## config.mk

```make
export PLATFORM = sky130hd
export DESIGN_NAME = wb_stage_ex_flat
export DESIGN_NICKNAME = d
export VERILOG_FILES = /design/src/rtl/wb_stage_ex_if.sv /design/src/rtl/wb_stage_ex.sv /design/src/flat_wrapper.sv
export SDC_FILE = /design/constraint.sdc
export NUM_CORES = 1
export LEC_CHECK = 0
export ABC_AREA = 1
export CORE_AREA = 2 2 208 210
export DETAILED_ROUTE_END_ITERATION = 8
export DIE_AREA = 0 0 210 212
export PLACE_DENSITY = 0.65
export REMOVE_ABC_BUFFERS = 1
export SLEW_MARGIN = 0
export SYNTH_ARGS = -nofsm -noshare
export SYNTH_HDL_FRONTEND = slang
export SYNTH_SLANG_ARGS = --single-unit
```

## constraint.sdc

```tcl
create_clock -name clk -period 2.5 [get_ports clk]
set_clock_uncertainty 0.1 [all_clocks]
set_input_delay 0.5 -clock clk [delete_from_list [all_inputs] [get_ports clk]]
set_output_delay 0.5 -clock clk [all_outputs]
set_load 0.02 [all_outputs]
```

## src/rtl/wb_stage_ex_if.sv

```systemverilog
// ---------------------------------------------------------------------------
// wb_stage_ex_if: memory-stage -> write-back-stage instruction bus.
//   ms_to_ws_valid : upstream presents an instruction
//   ws_allow_in    : write-back stage accepts it this cycle
//   in_*           : instruction payload (pc, GPR write, CSR access,
//                    ertn marker, exception flags, faulting address)
// master = memory stage (driver), slave = write-back stage.
// ---------------------------------------------------------------------------
interface wb_stage_ex_if #(
    parameter int NUM_EX    = 8,
    parameter int CSR_NUM_W = 14
);
    logic                 ms_to_ws_valid;
    logic                 ws_allow_in;
    logic [31:0]          in_pc;
    logic                 in_gr_we;
    logic [4:0]           in_dest;
    logic [31:0]          in_result;
    logic                 in_csr_re;
    logic                 in_csr_we;
    logic [CSR_NUM_W-1:0] in_csr_num;
    logic [31:0]          in_csr_wmask;
    logic [31:0]          in_csr_wvalue;
    logic                 in_ertn;
    logic [NUM_EX-1:0]    in_ex_vec;
    logic [31:0]          in_vaddr;

    modport master (
        output ms_to_ws_valid, in_pc, in_gr_we, in_dest, in_result,
               in_csr_re, in_csr_we, in_csr_num, in_csr_wmask, in_csr_wvalue,
               in_ertn, in_ex_vec, in_vaddr,
        input  ws_allow_in
    );

    modport slave (
        input  ms_to_ws_valid, in_pc, in_gr_we, in_dest, in_result,
               in_csr_re, in_csr_we, in_csr_num, in_csr_wmask, in_csr_wvalue,
               in_ertn, in_ex_vec, in_vaddr,
        output ws_allow_in
    );
endinterface

```

## src/rtl/wb_stage_ex.sv

```systemverilog
// ---------------------------------------------------------------------------
// wb_stage_ex: write-back pipeline stage with exception commit.
//   clk, resetn        : clock, asynchronous active-low reset
//   ms (slave)         : instruction bus from the memory stage
//   csr_busy           : CSR file cannot complete an access this cycle
//   csr_num/we/wmask/wvalue, csr_rvalue : CSR file port
//   wb_ex, ertn_flush, wb_pc, wb_ecode, wb_esubcode, wb_badv_we, wb_badv
//                      : exception / ertn commit port
//   rf_we/waddr/wdata  : GPR write port (also forwarding bus to decode)
//   instret            : retired-instruction counter
//   debug_wb_*         : trace port
// An instruction retires ("fires") when valid and not waiting on a busy CSR
// file. A faulting or ertn instruction flushes: whatever arrives on the same
// edge is dropped.
// ---------------------------------------------------------------------------
module wb_stage_ex #(
    parameter int                    NUM_EX    = 8,
    parameter logic [6*NUM_EX-1:0]   ECODE_TAB = '0,
    parameter logic [9*NUM_EX-1:0]   ESUB_TAB  = '0,
    parameter logic [NUM_EX-1:0]     BADV_MASK = '0,
    parameter int                    CNT_W     = 32,
    parameter int                    CSR_NUM_W = 14
) (
    input  logic                 clk,
    input  logic                 resetn,
    wb_stage_ex_if.slave         ms,
    input  logic                 csr_busy,
    output logic [CSR_NUM_W-1:0] csr_num,
    input  logic [31:0]          csr_rvalue,
    output logic                 csr_we,
    output logic [31:0]          csr_wmask,
    output logic [31:0]          csr_wvalue,
    output logic                 wb_ex,
    output logic                 ertn_flush,
    output logic [31:0]          wb_pc,
    output logic [5:0]           wb_ecode,
    output logic [8:0]           wb_esubcode,
    output logic                 wb_badv_we,
    output logic [31:0]          wb_badv,
    output logic                 rf_we,
    output logic [4:0]           rf_waddr,
    output logic [31:0]          rf_wdata,
    output logic [CNT_W-1:0]     instret,
    output logic [31:0]          debug_wb_pc,
    output logic [3:0]           debug_wb_rf_we,
    output logic [4:0]           debug_wb_rf_wnum,
    output logic [31:0]          debug_wb_rf_wdata
);
    localparam int KW = (NUM_EX > 1) ? $clog2(NUM_EX) : 1;

    typedef struct packed {
        logic [31:0]          pc;
        logic                 gr_we;
        logic [4:0]           dest;
        logic [31:0]          result;
        logic                 csr_re;
        logic                 csr_we;
        logic [CSR_NUM_W-1:0] csr_num;
        logic [31:0]          csr_wmask;
        logic [31:0]          csr_wvalue;
        logic                 ertn;
        logic [NUM_EX-1:0]    ex_vec;
        logic [31:0]          vaddr;
    } stage_t;

    stage_t          st;
    stage_t          st_in;
    logic            ws_valid;
    logic            ws_ready_go;
    logic            fire;
    logic            ex_any;
    logic            flush;
    logic [KW-1:0]   ex_k;

    assign st_in = '{pc: ms.in_pc, gr_we: ms.in_gr_we, dest: ms.in_dest,
                     result: ms.in_result, csr_re: ms.in_csr_re,
                     csr_we: ms.in_csr_we, csr_num: ms.in_csr_num,
                     csr_wmask: ms.in_csr_wmask, csr_wvalue: ms.in_csr_wvalue,
                     ertn: ms.in_ertn, ex_vec: ms.in_ex_vec, vaddr: ms.in_vaddr};

    // Only a CSR access can stall, and only while the CSR file is busy.
    assign ws_ready_go    = !(ws_valid && (st.csr_re || st.csr_we) && csr_busy);
    assign ms.ws_allow_in = !ws_valid || ws_ready_go;
    assign fire           = ws_valid && ws_ready_go;
    assign ex_any         = |st.ex_vec;
    assign flush          = fire && (ex_any || st.ertn);

    always_ff @(posedge clk or negedge resetn) begin
        if (!resetn) begin
            ws_valid <= 1'b0;
            st       <= '0;
            instret  <= '0;
        end else begin
            if (flush)
                ws_valid <= 1'b0;
            else if (ms.ws_allow_in)
                ws_valid <= ms.ms_to_ws_valid;
            // Payload holds while stalled; a load on a flush edge is harmless
            // because ws_valid is cleared on that same edge.
            if (ms.ms_to_ws_valid && ms.ws_allow_in)
                st <= st_in;
            if (fire && !ex_any)
                instret <= instret + {{(CNT_W-1){1'b0}}, 1'b1};
        end
    end

    // Lowest set exception bit has priority: scan downward, last hit wins.
    always_comb begin
        ex_k = '0;
        for (int i = NUM_EX - 1; i >= 0; i--)
            if (st.ex_vec[i]) ex_k = KW'(i);
    end

    assign wb_ex       = fire && ex_any;
    assign ertn_flush  = fire && st.ertn && !ex_any;
    assign wb_ecode    = wb_ex ? ECODE_TAB[6*ex_k +: 6] : 6'd0;
    assign wb_esubcode = wb_ex ? ESUB_TAB[9*ex_k +: 9] : 9'd0;
    assign wb_badv_we  = wb_ex && BADV_MASK[ex_k];
    assign wb_badv     = st.vaddr;
    assign wb_pc       = st.pc;

    assign rf_we    = fire && st.gr_we && !ex_any;
    assign rf_waddr = st.dest;
    assign rf_wdata = st.csr_re ? csr_rvalue : st.result;

    assign csr_we     = fire && st.csr_we && !ex_any;
    assign csr_num    = st.csr_num;
    assign csr_wmask  = st.csr_wmask;
    assign csr_wvalue = st.csr_wvalue;

    assign debug_wb_pc       = st.pc;
    assign debug_wb_rf_we    = {4{rf_we}};
    assign debug_wb_rf_wnum  = rf_waddr;
    assign debug_wb_rf_wdata = rf_wdata;
endmodule

```

## src/flat_wrapper.sv

```systemverilog
// flat-port wrapper written by rule: the top's interface ports become plain ports
module wb_stage_ex_flat 
#(
    parameter int                    NUM_EX    = 8,
    parameter logic [6*NUM_EX-1:0]   ECODE_TAB = '0,
    parameter logic [9*NUM_EX-1:0]   ESUB_TAB  = '0,
    parameter logic [NUM_EX-1:0]     BADV_MASK = '0,
    parameter int                    CNT_W     = 32,
    parameter int                    CSR_NUM_W = 14
)
  (clk, resetn, csr_busy, csr_num, csr_rvalue, csr_we, csr_wmask, csr_wvalue, wb_ex, ertn_flush, wb_pc, wb_ecode, wb_esubcode, wb_badv_we, wb_badv, rf_we, rf_waddr, rf_wdata, instret, debug_wb_pc, debug_wb_rf_we, debug_wb_rf_wnum, debug_wb_rf_wdata, ms_ms_to_ws_valid, ms_in_pc, ms_in_gr_we, ms_in_dest, ms_in_result, ms_in_csr_re, ms_in_csr_we, ms_in_csr_num, ms_in_csr_wmask, ms_in_csr_wvalue, ms_in_ertn, ms_in_ex_vec, ms_in_vaddr, ms_ws_allow_in);
  wb_stage_ex_if #(.NUM_EX(NUM_EX), .CSR_NUM_W(CSR_NUM_W)) ms_i ();
  input  logic clk;
  input  logic resetn;
  input  logic csr_busy;
  output logic [CSR_NUM_W-1:0] csr_num;
  input  logic [31:0] csr_rvalue;
  output logic csr_we;
  output logic [31:0] csr_wmask;
  output logic [31:0] csr_wvalue;
  output logic wb_ex;
  output logic ertn_flush;
  output logic [31:0] wb_pc;
  output logic [5:0] wb_ecode;
  output logic [8:0] wb_esubcode;
  output logic wb_badv_we;
  output logic [31:0] wb_badv;
  output logic rf_we;
  output logic [4:0] rf_waddr;
  output logic [31:0] rf_wdata;
  output logic [CNT_W-1:0] instret;
  output logic [31:0] debug_wb_pc;
  output logic [3:0] debug_wb_rf_we;
  output logic [4:0] debug_wb_rf_wnum;
  output logic [31:0] debug_wb_rf_wdata;
  input wire logic [$bits(ms_i.ms_to_ws_valid)-1:0] ms_ms_to_ws_valid;
  input wire logic [$bits(ms_i.in_pc)-1:0] ms_in_pc;
  input wire logic [$bits(ms_i.in_gr_we)-1:0] ms_in_gr_we;
  input wire logic [$bits(ms_i.in_dest)-1:0] ms_in_dest;
  input wire logic [$bits(ms_i.in_result)-1:0] ms_in_result;
  input wire logic [$bits(ms_i.in_csr_re)-1:0] ms_in_csr_re;
  input wire logic [$bits(ms_i.in_csr_we)-1:0] ms_in_csr_we;
  input wire logic [$bits(ms_i.in_csr_num)-1:0] ms_in_csr_num;
  input wire logic [$bits(ms_i.in_csr_wmask)-1:0] ms_in_csr_wmask;
  input wire logic [$bits(ms_i.in_csr_wvalue)-1:0] ms_in_csr_wvalue;
  input wire logic [$bits(ms_i.in_ertn)-1:0] ms_in_ertn;
  input wire logic [$bits(ms_i.in_ex_vec)-1:0] ms_in_ex_vec;
  input wire logic [$bits(ms_i.in_vaddr)-1:0] ms_in_vaddr;
  output wire logic [$bits(ms_i.ws_allow_in)-1:0] ms_ws_allow_in;
  assign ms_i.ms_to_ws_valid = ms_ms_to_ws_valid;
  assign ms_i.in_pc = ms_in_pc;
  assign ms_i.in_gr_we = ms_in_gr_we;
  assign ms_i.in_dest = ms_in_dest;
  assign ms_i.in_result = ms_in_result;
  assign ms_i.in_csr_re = ms_in_csr_re;
  assign ms_i.in_csr_we = ms_in_csr_we;
  assign ms_i.in_csr_num = ms_in_csr_num;
  assign ms_i.in_csr_wmask = ms_in_csr_wmask;
  assign ms_i.in_csr_wvalue = ms_in_csr_wvalue;
  assign ms_i.in_ertn = ms_in_ertn;
  assign ms_i.in_ex_vec = ms_in_ex_vec;
  assign ms_i.in_vaddr = ms_in_vaddr;
  assign ms_ws_allow_in = ms_i.ws_allow_in;
  wb_stage_ex #(.NUM_EX(NUM_EX), .ECODE_TAB(ECODE_TAB), .ESUB_TAB(ESUB_TAB), .BADV_MASK(BADV_MASK), .CNT_W(CNT_W), .CSR_NUM_W(CSR_NUM_W)) u_core (.clk(clk), .resetn(resetn), .ms(ms_i), .csr_busy(csr_busy), .csr_num(csr_num), .csr_rvalue(csr_rvalue), .csr_we(csr_we), .csr_wmask(csr_wmask), .csr_wvalue(csr_wvalue), .wb_ex(wb_ex), .ertn_flush(ertn_flush), .wb_pc(wb_pc), .wb_ecode(wb_ecode), .wb_esubcode(wb_esubcode), .wb_badv_we(wb_badv_we), .wb_badv(wb_badv), .rf_we(rf_we), .rf_waddr(rf_waddr), .rf_wdata(rf_wdata), .instret(instret), .debug_wb_pc(debug_wb_pc), .debug_wb_rf_we(debug_wb_rf_we), .debug_wb_rf_wnum(debug_wb_rf_wnum), .debug_wb_rf_wdata(debug_wb_rf_wdata));
endmodule
```

==> reports/metrics.csv <==
stage,metric,value,unit
clock_network,clk slew on worst S/H paths,60,ps
layout,Finished Layout Cells,1956,
yosys,"Distinct cells, synth",30,
placement,"Cell Area, Placed",0.0163,mm²
timing,Final Setup Violations,0,
pwr,leakage power,7.75,nW
placement,Final HPWL DP,25.8,mm
setup_path,CP top delay family,buffers and inverters,
layout,share of cells above drive strength 1,25.5,%
timing,Final Worst Setup Slack,28.3,ps
floorplan,row count,76,
floorplan,die area,0.0445,mm²
setup_path,CP endpoint kind,primary output,
grt,vias in the first global route,8676,
clock_network,CTS Sinks,224,
grt,GRT Overall Usage,14.3,%
yosys,"Cell Area, Synth",0.0119,mm²
floorplan,top-level port count,532,
floorplan,core area,0.0425,mm²
setup_path,startpoint types,flop,
clock_network,CTS max path bufs,3,
detailed_routing,routed len/inst,17.0,µm
yosys,sequential element share of the synthesized area,47.1,%
timing,RSZ-0062 raised after global routing,yes,
placement,gpl congestion,0.799,
yosys,synth top area cells,"dfrtp_1, mux2_4, buf_4",
pwr,clock share of power,29.3,%
clock_network,H-tree lvl count,1,
detailed_routing,WL final,33.3,mm
timing,Fmax,405,MHz
timing,Worst-Margin Slew,572,ps
layout,final net count,1622,
setup_path,Critical Path AT,1870,ps
timing,slew margin rel.,61.9,%
clock_network,CTS Buf Count,26,
floorplan,Die Y,212,µm
yosys,Synth Area per Inst,11.4,µm²
yosys,synth cell count leaders,"buf_4, dfrtp_1, nand2_1, mux2_4, nor2_1",
pwr,sequential fraction of design power,35.7,%
placement,DP Worst Slack,-394,ps
setup_path,CP Cell Sequence,buf_12 > nor2_4 > nor2_4 > nor2_4 > nand2_4 > nor2_4 > buf_6 > buf_6 > buf_6,
grt,total congestion overflow,0,
layout,Inserted Diodes,0,
status,status,"finished, final reports clean",
yosys,dominant cell type by area after synthesis,dfrtp_1,
timing,Fin. Hold Viols,0,
yosys,Synth async-reset ratio,100,%
floorplan,chip width,210,µm
run,# Max-Cap Violations,0,
setup_path,Critical Path Most Common Cell,nor2_4,
timing,final hold slack,391,ps
clock_network,clk_lat worst skew,550,ps
setup_path,CP Max Fanout,5,
yosys,most numerous cell in the Yosys netlist,buf_4,
setup_path,crit-path max cell delay,390,ps
setup_path,CP max-delay cell,dfrtp_1,
setup_path,Crit Path Class,reg2out,
grt,first-pass GRT wire length,49.9,mm
pwr,switching power,4.05,mW
placement,dpl cells,1906,
floorplan,starting density of the core,28.0,%
detailed_routing,drt first pass iters,4,
hold_path,Min-Delay Path Class,reg2reg,
timing,crit path time final,2470,ps
detailed_routing,antenna-violating nets left,0,
pwr,Combinational Power Share,35.0,%
yosys,number of enable flip-flop cells after synthesis,0,
detailed_routing,DR vias/cell,4.16,
pwr,internal power,8.88,mW
pwr,worst vdd ir,0.586,mV
clock_network,root buf cell,clkbuf_16,
grt,initial antenna violation count,0,
yosys,Synth Warn #,0,
placement,IO buf count,515,
detailed_routing,DRT iter0 DRCs,259,
detailed_routing,Vias,8142,
yosys,Yosys reg bits,224,
pwr,Power Density,762,mW/mm²
timing,Tcrit/Tclk final,98.9,%
timing,setup TNS,0,ps
timing,number of max-slew violations in the final report,0,
clock_network,CTS tree,yes,
yosys,top cell type's share of synthesized area,47.1,%
layout,Area Growth Syn to Fin,42.5,%
detailed_routing,Remaining DRCs,0,
yosys,Cells after Synth,1049,
setup_path,CP required,1900,ps
layout,final instance area,0.0170,mm²
pwr,Sw Share,31.3,%
yosys,Synth Flop Type,dfrtp_1,
setup_path,crit path buf inv count,4,
grt,largest net degree at the start of global routing,68,
worst paths after layout:
| kind | start | to | slack [ps] | cells after the start |
|---|---|---|---|---|
| max reg2reg | u_core.st[120]$_DFFE_PN0P_ | u_core.instret[12]$_DFFE_PN0P_ | 350 | 12 |
| max in group asynchronous | resetn | u_core.debug_wb_pc[26]$_DFFE_PN0P_ | 1190 | 3 |
| min in group asynchronous | resetn | u_core.csr_wmask[27]$_DFFE_PN0P_ | 410 | 2 |
| min reg2reg | u_core.instret[31]$_DFFE_PN0P_ | u_core.instret[31]$_DFFE_PN0P_ | 390 | 2 |
| max | u_core.st[120]$_DFFE_PN0P_ | debug_wb_rf_we[3] | 30 | 9 |
| min | u_core.instret[31]$_DFFE_PN0P_ | u_core.instret[31]$_DFFE_PN0P_ | 390 | 2 |
routing by layer:
metal	vias up	track usage, %	part of all wire, %
met1	3973	16.9	39
met5	-	0	0
met3	37	5.11	8.5
met4	0	3.15	2.1
met2	322	24.9	50
li1	3810	-	-
layout make-up:
class                      count  area (µm²)
clock buffer                  42         801
clock inverter                 2        60.1
fill                        4092       25500
inverter                      37         141
multi-input combinational    535        4180
sequential                   224        5610
tap                          546         683
timing repair buffer         570        5500
kinds of logic (layout without fill, tap and decap cells):
family	after synthesis	after routing	synth area share (%)
fa+ha+maj	1	1	0.105
flops	224	224	47.1
simple gates	310	310	10.9
buf+inv	305	651	18.6
xor+xnor	11	11	0.809
compound gates	10	10	0.420
mux	187	187	22.1
other cells	1	16	0.0315
worst register-to-register path, cell delays in order, from the launching register on:
cell	delay [ps]
dfrtp_1	390
buf_12	140
nor2_4	90
nor2_4	60
nor2_4	110
nand2_4	90
buf_6	140
buf_4	120
buf_4	210
nor2_2	300
nand3_1	130
nand2_1	90
nand2_1	60
metrics by stage:
step / power [mW] / utilization [%]
after floorplan: 6.90 / -
after global placement: 9.36 / 38.3
after detailed placement: 9.41 / 38.3
after CTS: 13.2 / 40.4
after global routing: 13.6 / 39.9
final: 12.9 / 39.9
state kept, by name, summed over array words and instances (netlist names):
register and cells:
u_core.wb_badv 32, u_core.debug_wb_pc 32, u_core.debug_wb_rf_wnum 5, u_core.instret 32, u_core.csr_wvalue 32, u_core.ws_valid 1
u_core.csr_num 14, u_core.csr_wmask 32, u_core.st 44
layout by cell type, fill, tap and decap left out, types with 10 or more instances in the layout:
| cell | n |
|---|---|
| buf_2 | 11 |
| buf_4 | 36 |
| mux2_4 | 140 |
| conb_1 | 16 |
| nor2_1 | 45 |
| clkbuf_2 | 45 |
| clkbuf_16 | 26 |
| dfrtp_1 | 224 |
| buf_12 | 14 |
| inv_1 | 34 |
| mux2_2 | 45 |
| buf_6 | 11 |
| clkdlybuf4s50_1 | 441 |
| nand3_1 | 24 |
| nand2_1 | 208 |
| nand3b_1 | 10 |
power by group through the flow:
| stage | logic, mW | registers [mW] | clock network, mW |
|---|---|---|---|
| after floorplan | 1.59 | 5.31 | 0 |
| after global placement | 4.72 | 4.65 | 0 |
| after detailed placement | 4.75 | 4.66 | 0 |
| after CTS | 4.64 | 4.62 | 3.93 |
| after global routing | 4.77 | 4.69 | 4.09 |
| final | 4.53 | 4.61 | 3.79 |
what timing repair did:
item,in CTS,in global routing
setup buffers,5,0
endpoints found under the hold margin,55,0
gates resized for setup,156,99
setup endpoints to repair,73,69
pin swaps,2,5
hold buffers,1,0
Power figures use the tool's default switching activity.
